$ cat src/rtl/nand_arith_pkg.sv
// Shared definitions for the NAND-based arithmetic cells: sequencer states
// and the legal operand-width range of the serial datapaths.
package nand_arith_pkg;

    typedef enum logic [1:0] {
        IDLE  = 2'd0,
        SHIFT = 2'd1,
        DONE  = 2'd2
    } sub_state_e;

    localparam int SUB_WIDTH_MIN = 2;
    localparam int SUB_WIDTH_MAX = 32;

endpackage

$ cat src/rtl/fs_nand.sv
// One-bit full subtractor (d = x - y - bi) built from nine 2-input NAND gates.
module fs_nand (
    input  logic x,
    input  logic y,
    input  logic bi,
    output logic d,
    output logic bo
);

    logic n1, n2, n3, p;
    logic m1, m2, m3;

    // p = x ^ y; n3 doubles as ~(~x & y) for the borrow path.
    nand g_n1 (n1, x, y);
    nand g_n2 (n2, x, n1);
    nand g_n3 (n3, y, n1);
    nand g_p  (p, n2, n3);

    // d = p ^ bi; m3 doubles as ~(~p & bi).
    nand g_m1 (m1, p, bi);
    nand g_m2 (m2, p, m1);
    nand g_m3 (m3, bi, m1);
    nand g_d  (d, m2, m3);

    nand g_bo (bo, n3, m3);

endmodule

$ cat src/rtl/serial_sub_nand.sv
// Bit-serial subtractor: diff = a - b - bin, LSB first, one fs_nand cell
// reused WIDTH times under an IDLE/SHIFT/DONE sequencer.
module serial_sub_nand
    import nand_arith_pkg::*;
#(
    parameter int WIDTH = 8
) (
    input  logic             clk,
    input  logic             rst,
    input  logic             start,
    input  logic [WIDTH-1:0] a,
    input  logic [WIDTH-1:0] b,
    input  logic             bin,
    output logic             busy,
    output logic             done,
    output logic [WIDTH-1:0] diff,
    output logic             bout
);

    // Handshake: start is accepted on any edge where busy=0 (IDLE or DONE);
    // a, b and bin are captured on that edge. done pulses for one cycle with
    // busy=0 once diff/bout are valid; they then hold until the next accept.

    localparam int CW = $clog2(WIDTH);
    localparam logic [CW-1:0] LAST = CW'(WIDTH - 1);

    sub_state_e       state;
    logic [WIDTH-1:0] a_sr;
    logic [WIDTH-1:0] b_sr;
    logic [WIDTH-1:0] r_sr;
    logic             brw;
    logic [CW-1:0]    cnt;

    logic             cell_d;
    logic             cell_bo;
    logic [WIDTH-1:0] r_next;

    fs_nand u_cell (
        .x  (a_sr[0]),
        .y  (b_sr[0]),
        .bi (brw),
        .d  (cell_d),
        .bo (cell_bo)
    );

    assign r_next = {cell_d, r_sr[WIDTH-1:1]};

    always_ff @(posedge clk) begin
        if (rst) begin
            state <= IDLE;
            a_sr  <= '0;
            b_sr  <= '0;
            r_sr  <= '0;
            brw   <= 1'b0;
            cnt   <= '0;
            busy  <= 1'b0;
            done  <= 1'b0;
            diff  <= '0;
            bout  <= 1'b0;
        end else begin
            done <= 1'b0;
            case (state)
                IDLE, DONE: begin
                    if (start) begin
                        a_sr  <= a;
                        b_sr  <= b;
                        brw   <= bin;
                        r_sr  <= '0;
                        cnt   <= '0;
                        busy  <= 1'b1;
                        state <= SHIFT;
                    end else begin
                        state <= IDLE;
                    end
                end
                SHIFT: begin
                    r_sr <= r_next;
                    a_sr <= a_sr >> 1;
                    b_sr <= b_sr >> 1;
                    brw  <= cell_bo;
                    cnt  <= cnt + CW'(1);
                    // Outputs are published only once the last bit is in.
                    if (cnt == LAST) begin
                        diff  <= r_next;
                        bout  <= cell_bo;
                        busy  <= 1'b0;
                        done  <= 1'b1;
                        state <= DONE;
                    end
                end
                default: begin
                    busy  <= 1'b0;
                    state <= IDLE;
                end
            endcase
        end
    end

endmodule

$ cat config.mk
export PLATFORM = sky130hd
export DESIGN_NAME = serial_sub_nand
export DESIGN_NICKNAME = d
export VERILOG_FILES = /design/src/rtl/nand_arith_pkg.sv /design/src/rtl/fs_nand.sv /design/src/rtl/serial_sub_nand.sv
export SDC_FILE = /design/constraint.sdc
export NUM_CORES = 1
export LEC_CHECK = 0
export CAP_MARGIN = 0
export CORE_MARGIN = 2
export CORE_UTILIZATION = 40
export CTS_BUF_LIST = sky130_fd_sc_hd__clkbuf_16
export DETAILED_ROUTE_END_ITERATION = 10
export GPL_ROUTABILITY_DRIVEN = 0
export PLACE_DENSITY_LB_ADDON = 0.12
export SLEW_MARGIN = 5
export SYNTH_ARGS = -nofsm -noshare
export SYNTH_HDL_FRONTEND = slang
export SYNTH_HIERARCHICAL = 1
export SYNTH_SLANG_ARGS = --single-unit
export TNS_END_PERCENT = 50
$ cat constraint.sdc
create_clock -name clk -period 2.1 [get_ports clk]
set_input_delay 0.21 -clock clk [delete_from_list [all_inputs] [get_ports clk]]
set_output_delay 0.21 -clock clk [all_outputs]
set_load 0.02 [all_outputs]
==> results.sh <==
export IMPL_status="complete, no violations"
export IMPL_hp_class="flip-flop to flip-flop"
export IMPL_post_drt_wl_per_cell_um=12.9
export IMPL_rr_startpoint="cnt[0]"
export IMPL_slew_headroom_pct=70.3
export IMPL_clock_skew_ns=0.00494
export IMPL_finalMaxSlewViolations=0
export IMPL_power_leakage_uw=0.000767
export IMPL_cts_buffers=5
export IMPL_yosysSeqAreaShare_pct=47.9
export IMPL_final_common_cell="nand2_1"
export IMPL_grt_max_degree=44
export IMPL_grt_overflow=0
export IMPL_worstPathRequired_ns=2.25
export IMPL_antenna_cells=0
export IMPL_min_to="diff[6]"
export IMPL_wl_um=3540
export IMPL_cts_root_buf="clkbuf_16"
export IMPL_max_cap_violations=0
export IMPL_die_height_um=68.6
export IMPL_worstPathMaxFanout=12
export IMPL_ff2ff_path_depth=5
export IMPL_post_synth_instance_area_sq_um=1670
export IMPL_drive_gt1_share_pct=8.48
export IMPL_rrSetupSlack_ns=0.44
export IMPL_setup_tns_ns=0
export IMPL_clockBufferDepth=2
export IMPL_holdPathStages=2
export IMPL_die_x_um=68.6
export IMPL_vias=1413
export IMPL_final_cell_mix="nand2_1 (50), dfxtp_1 (40), clkdlybuf4s50_1 (30)"
export IMPL_portBuffers=30
export IMPL_grt_most_used_layer="met2"
export IMPL_synthDistinctLibCells=20
export IMPL_hp_start="diff[6]"
export IMPL_drtAntennaViolNets=0
export IMPL_avgSynthCellArea_sq_um=8.40
export IMPL_die_area_sq_um=4710
export IMPL_rsz0062_at_grt="false"
export IMPL_powerDensity_nw_per_um2=877
export IMPL_fmax_ghz=0.601
export IMPL_grt_pass1_wl_um=5960
export IMPL_cts_tree="built"
export IMPL_core_area_sq_um=4000
export IMPL_fin_crit_ns=1.66
export IMPL_ys_ff_latch=40
export IMPL_clk_latency_ns=0.28
export IMPL_num_nets_final=246
export IMPL_final_setup_viol_count=0
export IMPL_ir_drop_v=0.000536
export IMPL_grt_pass1_vias=1344
export IMPL_grt_util_met3_pct=5.36
export IMPL_worst_pin_slew_ns=0.445
export IMPL_use_met1_pct=19.6
export IMPL_drc=0
export IMPL_ioPinCount=31
export IMPL_rows=23
export IMPL_fin_crit_sh_pct=79.2
export IMPL_initial_utilization_pct=41.8
export IMPL_htree_levels=2
export IMPL_ys_warn_count=6
export IMPL_via_per_inst=5.16
export IMPL_holdBufCountCts=0
export IMPL_grt_usage_pct=17.4
export IMPL_worst_ep_arrival_time_ns=1.81
export IMPL_synth_net_count=222
export IMPL_cts_sinks=40
export IMPL_critPathCaptureType="flip-flop"
export IMPL_hold_violations=0
export IMPL_ctsResizeCount=0
export IMPL_path_clk_slew_ns=0.06
export IMPL_areaGrowthSynthToFinish_pct=26.9
export IMPL_drtIter0Drc=67
export IMPL_regToRegEndpoint="diff[2]"
export IMPL_criticalPathCategory="flip-flop to flip-flop"
export IMPL_synthCells=199
export IMPL_cts_setup_buffers=0
export IMPL_dp_hpwl_um=2360
export IMPL_grt_antenna_before_repair=0
export IMPL_start_kind="flip-flop"
export IMPL_met2_usage_pct=29.6
export IMPL_setup_ws_ns=0.436
export IMPL_dp_slack_ns=0.418
export IMPL_drt_pass1_iter_count=4
flip-flops by register name, summed over array words and instances (netlist names):
register  flops
state         2
cnt           3
done          1
a_sr          8
brw           1
bout          1
busy          1
diff          8
b_sr          8
r_sr          7
power by group:
part | internal (uW) | total (uW) | switching (uW) | leakage, uW
Sequential | 798 | 820 | 22.0 | 0.000327
Combinational | 90.4 | 204 | 114 | 0.000355
Clock | 553 | 836 | 283 | 0.0000850
Total | 1440 | 1860 | 419 | 0.000767
critical path, cell delays in order, from the launching register on:
cell and delay [ns]:
dfxtp_1 0.36, ha_1 0.17, ha_1 0.39, nand3b_1 0.37, nand2_1 0.17, a21oi_1 0.08
routing by layer:
metal,routed length (um),share of wire (%),vias to the layer above
met5,0,0,-
met4,52,1.5,0
met3,110,3.1,4
met2,1850,52,22
met1,1530,43,670
li1,-,-,717
layout make-up:
class | instances | area, sq um
Clock buffer | 5 | 125
Multi-Input combinational cell | 138 | 746
Sequential cell | 40 | 801
Tap cell | 50 | 62.6
Timing Repair Buffer | 35 | 338
Clock inverter | 3 | 38.8
Inverter | 3 | 11.3
Fill cell | 372 | 1880
cell usage after synthesis:
library cell / count / area, sq um
buf_2: 4 / 20.0
buf_8: 1 / 15.0
buf_4: 6 / 45.0
nand3_1: 21 / 105
a311oi_1: 8 / 70.1
nor2_1: 19 / 71.3
o21ai_0: 1 / 5.00
nand2_1: 50 / 188
inv_1: 3 / 11.3
nor2b_1: 2 / 12.5
nand3b_1: 1 / 7.51
buf_6: 1 / 11.3
o21a_1: 1 / 7.51
a21oi_1: 22 / 110
clkbuf_1: 6 / 22.5
a311oi_2: 7 / 105
dfxtp_1: 40 / 801
nand2b_1: 3 / 18.8
fa_1: 1 / 20.0
ha_1: 2 / 25.0
worst max path at each step:
stage | cells past startpoint | slack, ns | end | startpoint
2_1_floorplan | 6 | 0.80 | diff[2] | cnt[0]
3_3_place_gp | 5 | 0.58 | diff[7] | cnt[0]
4_1_cts | 5 | 0.39 | diff[2] | cnt[0]
5_1_grt | 5 | 0.30 | diff[5] | cnt[0]
6_report | 5 | 0.44 | diff[2] | cnt[0]
3_5_place_dp | 5 | 0.42 | diff[2] | cnt[0]
cell families after synthesis:
group	count (synthesis)	share of synthesized area, %
adders and majority gates	3	2.69
AOI/OAI and AO/OA	39	17.8
buffers and inverters	21	7.48
and+or+nand+nor	96	24.1
DFF	40	47.9
metrics by stage:
stage	utilization, %	power (uW)	cells	hold slack, ns	instance area [sq um]
after floorplan	-	981	199	0.346	1670
after global placement	49.0	1030	266	0.445	1960
after detailed placement	49.0	1040	266	0.447	1960
after CTS	53.0	1880	274	0.455	2120
after global routing	53.0	1950	274	0.479	2120
final	53.0	1860	274	0.452	2120
Note: power is estimated with default switching activity, not from simulation.
